<file path="src/rtl/mem_stage_ctrl_pkg.sv">
// Shared pipeline package: MEM-stage FSM state encoding and default ack timeout.
package mem_stage_ctrl_pkg;

  localparam int unsigned AckTimeoutDefault = 16;
  localparam int unsigned WaitCntW          = 8;

  typedef enum logic [1:0] {
    StIdle   = 2'd0,
    StAccess = 2'd1,
    StDone   = 2'd2
  } mem_state_e;

endpackage

</file>
<file path="src/rtl/mem_stage_ctrl_if.sv">
// Data-memory request/response bus between the MEM stage (master) and memory (slave).
interface mem_stage_ctrl_if;

  logic        req;
  logic        we;
  logic [31:0] addr;
  logic [31:0] wdata;
  logic        ack;
  logic [31:0] rdata;

  modport master (
    output req, we, addr, wdata,
    input  ack, rdata
  );

  modport slave (
    input  req, we, addr, wdata,
    output ack, rdata
  );

endinterface

</file>
<file path="src/rtl/mem_stage_ctrl_branch_resolve.sv">
// Combinational branch decision from EX/MEM branch flags and the ALU zero flag.
module branch_resolve (
  input  logic branch_eq,
  input  logic branch_ne,
  input  logic zero,
  output logic take
);

  assign take = (branch_eq & zero) | (branch_ne & ~zero);

endmodule

</file>
<file path="src/rtl/mem_stage_ctrl.sv">
// MEM-stage controller: data-memory access FSM with ack timeout, stall and branch resolve.
// Optional MEM_ALIGN_CHECK_EN rejects word-misaligned accesses without touching the bus.
module mem_stage_ctrl
  import mem_stage_ctrl_pkg::*;
#(
  parameter int unsigned ACK_TIMEOUT = AckTimeoutDefault
) (
  input  logic                    clk,
  input  logic                    reset,
  input  logic                    mem_read_in,
  input  logic                    mem_write_in,
  input  logic                    branch_eq_in,
  input  logic                    branch_ne_in,
  input  logic                    zero_in,
  input  logic [31:0]             alu_result_in,
  input  logic [31:0]             write_data_in,
  input  logic [31:0]             pc_branch_in,
  mem_stage_ctrl_if.master        dmem,
  output logic                    stall,
  output logic                    pc_src,
  output logic [31:0]             pc_branch_out,
  output logic                    flush,
  output logic [31:0]             read_data_out,
  output logic                    read_valid,
  output logic                    bus_err
);

  mem_state_e          state_q, state_d;
  logic [WaitCntW-1:0] wait_q, wait_d;
  logic                req_q, req_d;
  logic                we_q, we_d;
  logic [31:0]         addr_q, addr_d;
  logic [31:0]         wdata_q, wdata_d;
  logic [31:0]         rdata_q, rdata_d;
  logic                rvalid_q, rvalid_d;
  logic                err_q, err_d;
  logic                access;
  logic                wait_last;

  assign access    = mem_read_in | mem_write_in;
  assign wait_last = (wait_q == WaitCntW'(ACK_TIMEOUT - 1));

  always_comb begin
    state_d  = state_q;
    wait_d   = wait_q;
    req_d    = req_q;
    we_d     = we_q;
    addr_d   = addr_q;
    wdata_d  = wdata_q;
    rdata_d  = rdata_q;
    rvalid_d = 1'b0;
    err_d    = 1'b0;
    stall    = 1'b0;

    unique case (state_q)
      StIdle: begin
        if (access) begin
          stall   = 1'b1;
          we_d    = mem_write_in;
          addr_d  = alu_result_in;
          wdata_d = write_data_in;
          wait_d  = '0;
`ifdef MEM_ALIGN_CHECK_EN
          if (alu_result_in[1:0] != 2'b00) begin
            state_d  = StDone;
            rdata_d  = '0;
            rvalid_d = ~mem_write_in;
            err_d    = 1'b1;
          end else begin
            state_d = StAccess;
            req_d   = 1'b1;
          end
`else
          state_d = StAccess;
          req_d   = 1'b1;
`endif
        end
      end
      StAccess: begin
        stall = 1'b1;
        // An ack coinciding with the last wait cycle wins over the timeout.
        if (dmem.ack) begin
          state_d  = StDone;
          req_d    = 1'b0;
          rdata_d  = we_q ? 32'h0 : dmem.rdata;
          rvalid_d = ~we_q;
        end else if (wait_last) begin
          state_d  = StDone;
          req_d    = 1'b0;
          rdata_d  = '0;
          rvalid_d = ~we_q;
          err_d    = 1'b1;
        end else begin
          wait_d = wait_q + 1'b1;
        end
      end
      StDone: begin
        state_d = StIdle;
        wait_d  = '0;
      end
      default: begin
        state_d = StIdle;
        req_d   = 1'b0;
      end
    endcase
  end

  always_ff @(posedge clk or negedge reset) begin
    if (!reset) begin
      state_q  <= StIdle;
      wait_q   <= '0;
      req_q    <= 1'b0;
      we_q     <= 1'b0;
      addr_q   <= '0;
      wdata_q  <= '0;
      rdata_q  <= '0;
      rvalid_q <= 1'b0;
      err_q    <= 1'b0;
    end else begin
      state_q  <= state_d;
      wait_q   <= wait_d;
      req_q    <= req_d;
      we_q     <= we_d;
      addr_q   <= addr_d;
      wdata_q  <= wdata_d;
      rdata_q  <= rdata_d;
      rvalid_q <= rvalid_d;
      err_q    <= err_d;
    end
  end

  assign dmem.req      = req_q;
  assign dmem.we       = we_q;
  assign dmem.addr     = addr_q;
  assign dmem.wdata    = wdata_q;
  assign read_data_out = rdata_q;
  assign read_valid    = rvalid_q;
  assign bus_err       = err_q;

  branch_resolve u_branch_resolve (
    .branch_eq (branch_eq_in),
    .branch_ne (branch_ne_in),
    .zero      (zero_in),
    .take      (pc_src)
  );

  assign flush         = pc_src;
  assign pc_branch_out = pc_branch_in;

endmodule
</file>
<file path="src/flat_wrapper.sv">
// flat-port wrapper written by rule: the top's interface ports become plain ports
module mem_stage_ctrl_flat import mem_stage_ctrl_pkg::*;
#(
  parameter int unsigned ACK_TIMEOUT = AckTimeoutDefault
)
  (clk, reset, mem_read_in, mem_write_in, branch_eq_in, branch_ne_in, zero_in, alu_result_in, write_data_in, pc_branch_in, stall, pc_src, pc_branch_out, flush, read_data_out, read_valid, bus_err, dmem_req, dmem_we, dmem_addr, dmem_wdata, dmem_ack, dmem_rdata);
  mem_stage_ctrl_if dmem_i ();
  input  logic clk;
  input  logic reset;
  input  logic mem_read_in;
  input  logic mem_write_in;
  input  logic branch_eq_in;
  input  logic branch_ne_in;
  input  logic zero_in;
  input  logic [31:0] alu_result_in;
  input  logic [31:0] write_data_in;
  input  logic [31:0] pc_branch_in;
  output logic stall;
  output logic pc_src;
  output logic [31:0] pc_branch_out;
  output logic flush;
  output logic [31:0] read_data_out;
  output logic read_valid;
  output logic bus_err;
  output wire logic [$bits(dmem_i.req)-1:0] dmem_req;
  output wire logic [$bits(dmem_i.we)-1:0] dmem_we;
  output wire logic [$bits(dmem_i.addr)-1:0] dmem_addr;
  output wire logic [$bits(dmem_i.wdata)-1:0] dmem_wdata;
  input wire logic [$bits(dmem_i.ack)-1:0] dmem_ack;
  input wire logic [$bits(dmem_i.rdata)-1:0] dmem_rdata;
  assign dmem_req = dmem_i.req;
  assign dmem_we = dmem_i.we;
  assign dmem_addr = dmem_i.addr;
  assign dmem_wdata = dmem_i.wdata;
  assign dmem_i.ack = dmem_ack;
  assign dmem_i.rdata = dmem_rdata;
  mem_stage_ctrl #(.ACK_TIMEOUT(ACK_TIMEOUT)) u_core (.clk(clk), .reset(reset), .mem_read_in(mem_read_in), .mem_write_in(mem_write_in), .branch_eq_in(branch_eq_in), .branch_ne_in(branch_ne_in), .zero_in(zero_in), .alu_result_in(alu_result_in), .write_data_in(write_data_in), .pc_branch_in(pc_branch_in), .dmem(dmem_i), .stall(stall), .pc_src(pc_src), .pc_branch_out(pc_branch_out), .flush(flush), .read_data_out(read_data_out), .read_valid(read_valid), .bus_err(bus_err));
endmodule
</file>
<file path="config.mk">
export PLATFORM = sky130hd
export DESIGN_NAME = mem_stage_ctrl_flat
export DESIGN_NICKNAME = d
export VERILOG_FILES = /design/src/rtl/mem_stage_ctrl_pkg.sv /design/src/rtl/mem_stage_ctrl_if.sv /design/src/rtl/mem_stage_ctrl_branch_resolve.sv /design/src/rtl/mem_stage_ctrl.sv /design/src/flat_wrapper.sv
export SDC_FILE = /design/constraint.sdc
export NUM_CORES = 1
export LEC_CHECK = 0
export CORE_MARGIN = 8
export CORE_UTILIZATION = 42
export CTS_BUF_LIST = sky130_fd_sc_hd__clkbuf_8
export CTS_CLUSTER_SIZE = 40
export DETAILED_ROUTE_END_ITERATION = 6
export HOLD_SLACK_MARGIN = 0.1
export MAX_ROUTING_LAYER = met4
export PLACE_DENSITY_LB_ADDON = 0.15
export SLEW_MARGIN = 20
export SYNTH_ARGS = -nofsm -noshare
export SYNTH_HDL_FRONTEND = slang
export SYNTH_HIERARCHICAL = 1
export SYNTH_SLANG_ARGS = --single-unit
</file>
<file path="constraint.sdc">
create_clock -name clk -period 5.2 [get_ports clk]
set_input_delay 0.78 -clock clk [delete_from_list [all_inputs] [get_ports clk]]
set_output_delay 0.78 -clock clk [all_outputs]
set_load 0.02 [all_outputs]
</file>
==> results.tsv <==
stage	metric	value	unit
yosys	ys flop type	dfrtp_1	
power_and_ir_drop	cell area power density	600	mW/mm2
floorplanning	die height	119	um
route	Avg WL per Cell	19.0	um
floorplanning	standard-cell rows	37	
cts	Post-CTS Setup Inserts	0	
sta	Clock Skew	0.0130	ns
floorplanning	die area	0.0143	mm2
route	Vias	3117	
sta	setup TNS	0	ns
global_routing	GR Util met2	26.1	%
cts	later-pin clock latency in the skew report	0.36	ns
power_and_ir_drop	Pwr Total	3.96	mW
global_routing	gr ovfl total	0	
sta	fmax	0.340	GHz
cts	clock-pin slew on the worst setup and hold paths	0.08	ns
route	Routed WL	11.9	mm
layout	P&R area growth vs syn	46.8	%
global_routing	GRT Util Overall	17.4	%
layout	Multi-input gate area	0.00141	mm2
route	1st-pass router iterations	4	
power_and_ir_drop	VDD IR max	495	uV
sta	Worst Tran Pin Value	0.922	ns
sta	minimum clock period	2.94	ns
yosys	synth unique cells	36	
yosys	Mapped Cells	315	
route	post-route ant nets	0	
global_routing	vias in the first global route	3486	
cts	clk buf depth	2	
global_routing	initial antenna violation count	0	
critical_path	crit path launch type	input port	
layout	Sequential Area	0.00275	mm2
yosys	syn_nets	452	
floorplanning	die width	119	um
floorplanning	Core Region	0.0104	mm2
worst_hold_path	hold path depth	1	
cts	H-Tree Depth	3	
placed_design	dpl hpwl	8.98	mm
layout	commonest cells after routing, fill and taps aside	clkdlybuf4s50_1, dfrtp_1, mux2_2	
yosys	Seq/Total Area, Yosys	61.2	%
global_routing	gr busiest metal	met2	
global_routing	pin count of the biggest net entering global routing	76	
status	status	completed	
yosys	Async S/R FF share, synth	100	%
cts	CTS hold repair buffers	0	
critical_path	Critical Path Fanout Max	5	
placed_design	IO Port Bufs	206	
layout	layout cell share with drive strength beyond 1	18.3	%
yosys	Seq cells post-synth	110	
power_and_ir_drop	Leak Pwr	2.78	nW
layout	Ant. Diodes	0	
cts	CTS buffer count	9	
layout	Layout Nets	624	
sta	count of pins over their slew limit	0	
critical_path	WP data arrival	2.16	ns
worst_hold_path	Hold Path Class	register to register	
sta	Tcrit/Tclk final	56.6	%
floorplanning	Initial Util	43.4	%
sta	Worst slew margin	38.6	%
global_routing	M3 GR Usage	8.36	%
cts	CTS tree	done	
sta	RSZ-0062 raised after global routing	false	
layout	most common cell after layout, fill and taps aside	clkdlybuf4s50_1	
yosys	Avg Cell Area, Syn	14.3	um2
flow_run	Max Cap Violations	0	
sta	Hold Fails Final Rpt	0	
critical_path	WP data required	4.42	ns
cts	clk sinks	110	
route	number of remaining DRC errors	0	
cts	cts repair resizes	0	
layout	Layout fillers	824	
global_routing	grt met1 use	20.2	%
route	post-detailed-route via-to-cell ratio	4.96	
sta	final number of setup-violating endpoints	0	
critical_path	Register-to-Register Path Depth	5	
critical_path	WS Path Type	input port to primary output	
cts	Root Buffer	clkbuf_8	
floorplanning	num ports	271	
yosys	synthesized cell area	0.00450	mm2
route	1st-iter DRT viols	132	
yosys	EDFF count, synth	0	
yosys	Yosys warnings	6	
placed_design	Final Wtd Congestion	0.777	
critical_path	endpoint class of the critical path	primary output	
global_routing	first-pass GRT wire length	19.2	mm
## area by class of cell
class	instances	share of cell area [%]
clock buffer	9	1.88
clock inverter	7	0.663
inverter	3	0.171
multi-input combinational	154	21.4
sequential	110	41.7
tap	136	2.58
timing repair buffer	209	31.7
## through the flow
| step | util (%) | worst slack [ns] | instances | hold slack (ns) | cell area (um2) |
|---|---|---|---|---|---|
| floorplan | - | 3.15 | 315 | 0.484 | 4500 |
| global placement | 61.9 | 2.26 | 611 | 0.485 | 6420 |
| CTS | 63.7 | 2.25 | 628 | 0.512 | 6600 |
| detailed placement | 62.0 | 2.27 | 612 | 0.491 | 6430 |
| finish | 63.7 | 2.26 | 628 | 0.509 | 6600 |
| global route | 63.7 | 2.20 | 628 | 0.521 | 6600 |
## kinds of logic after synthesis
logic type                 Yosys count  share of synthesized area [%]
and+or+nand+nor                     35                           4.45
muxes                               67                           16.8
AOI/OAI and AO/OA                   51                           9.43
DFF                                110                           61.2
buffers and inverters               51                           7.84
adders and majority gates            1                          0.278
## synthesized netlist by cell type (2+ instances only)
cell	number	area, um2
nor2b_1	2	12.5
mux2_2	64	721
nor3_1	5	25.0
buf_2	11	55.1
inv_1	3	11.3
nand3_1	4	20.0
a22o_1	33	289
mux2i_1	2	20.0
nor2_1	9	33.8
dfrtp_1	110	2750
o21ai_1	2	10.0
buf_6	3	33.8
buf_4	33	248
a21oi_1	2	10.0
a31oi_1	4	25.0
nand2_1	6	22.5
and3_1	2	12.5
o21ai_0	2	10.0
## worst max-delay path: stages
cell,delay [ns]
clkdlybuf4s50_1,0.59
nor3_1,0.08
nor2_1,0.09
clkdlybuf4s50_1,0.61
## routing by layer
| layer | part of all wire, % | vias to the layer above | wire length (um) |
|---|---|---|---|
| met4 | 1.8 | 0 | 215 |
| met1 | 41 | 1488 | 4930 |
| li1 | - | 1436 | - |
| met3 | 12 | 23 | 1390 |
| met5 | 0 | - | 0 |
| met2 | 45 | 170 | 5380 |
## flip-flops by register name (all words and copies together), names as in the netlist
name and flops:
u_core/read_valid 1, u_core/dmem.wdata 32, u_core/dmem.we 1, u_core/wait_q 8, u_core/state_q 2, u_core/dmem.req 1
u_core/dmem.addr 32, u_core/bus_err 1, u_core/read_data_out 32
## report_power, final
part           switching [mW]  leakage (nW)  total [mW]  internal, mW
clock                   0.278        0.0838       0.449         0.171
sequential              0.218          1.35        1.45          1.24
combinational           0.971          1.34        2.05          1.08
## worst paths after layout
check / slack [ns] / startpoint / to
max: 2.26 / mem_write_in / stall
min: 0.51 / u_core/dmem.addr[4]$_DFFE_PN0P_ / u_core/dmem.addr[4]$_DFFE_PN0P_
max reg2reg: 3.16 / u_core/wait_q[0]$_DFFE_PN0P_ / u_core/read_data_out[8]$_DFFE_PN0P_
min reg2reg: 0.51 / u_core/dmem.addr[4]$_DFFE_PN0P_ / u_core/dmem.addr[4]$_DFFE_PN0P_
max in group asynchronous: 3.60 / reset / u_core/dmem.addr[4]$_DFFE_PN0P_
min in group asynchronous: 0.53 / reset / u_core/dmem.wdata[15]$_DFFE_PN0P_
(Power assumes the default switching activity.)
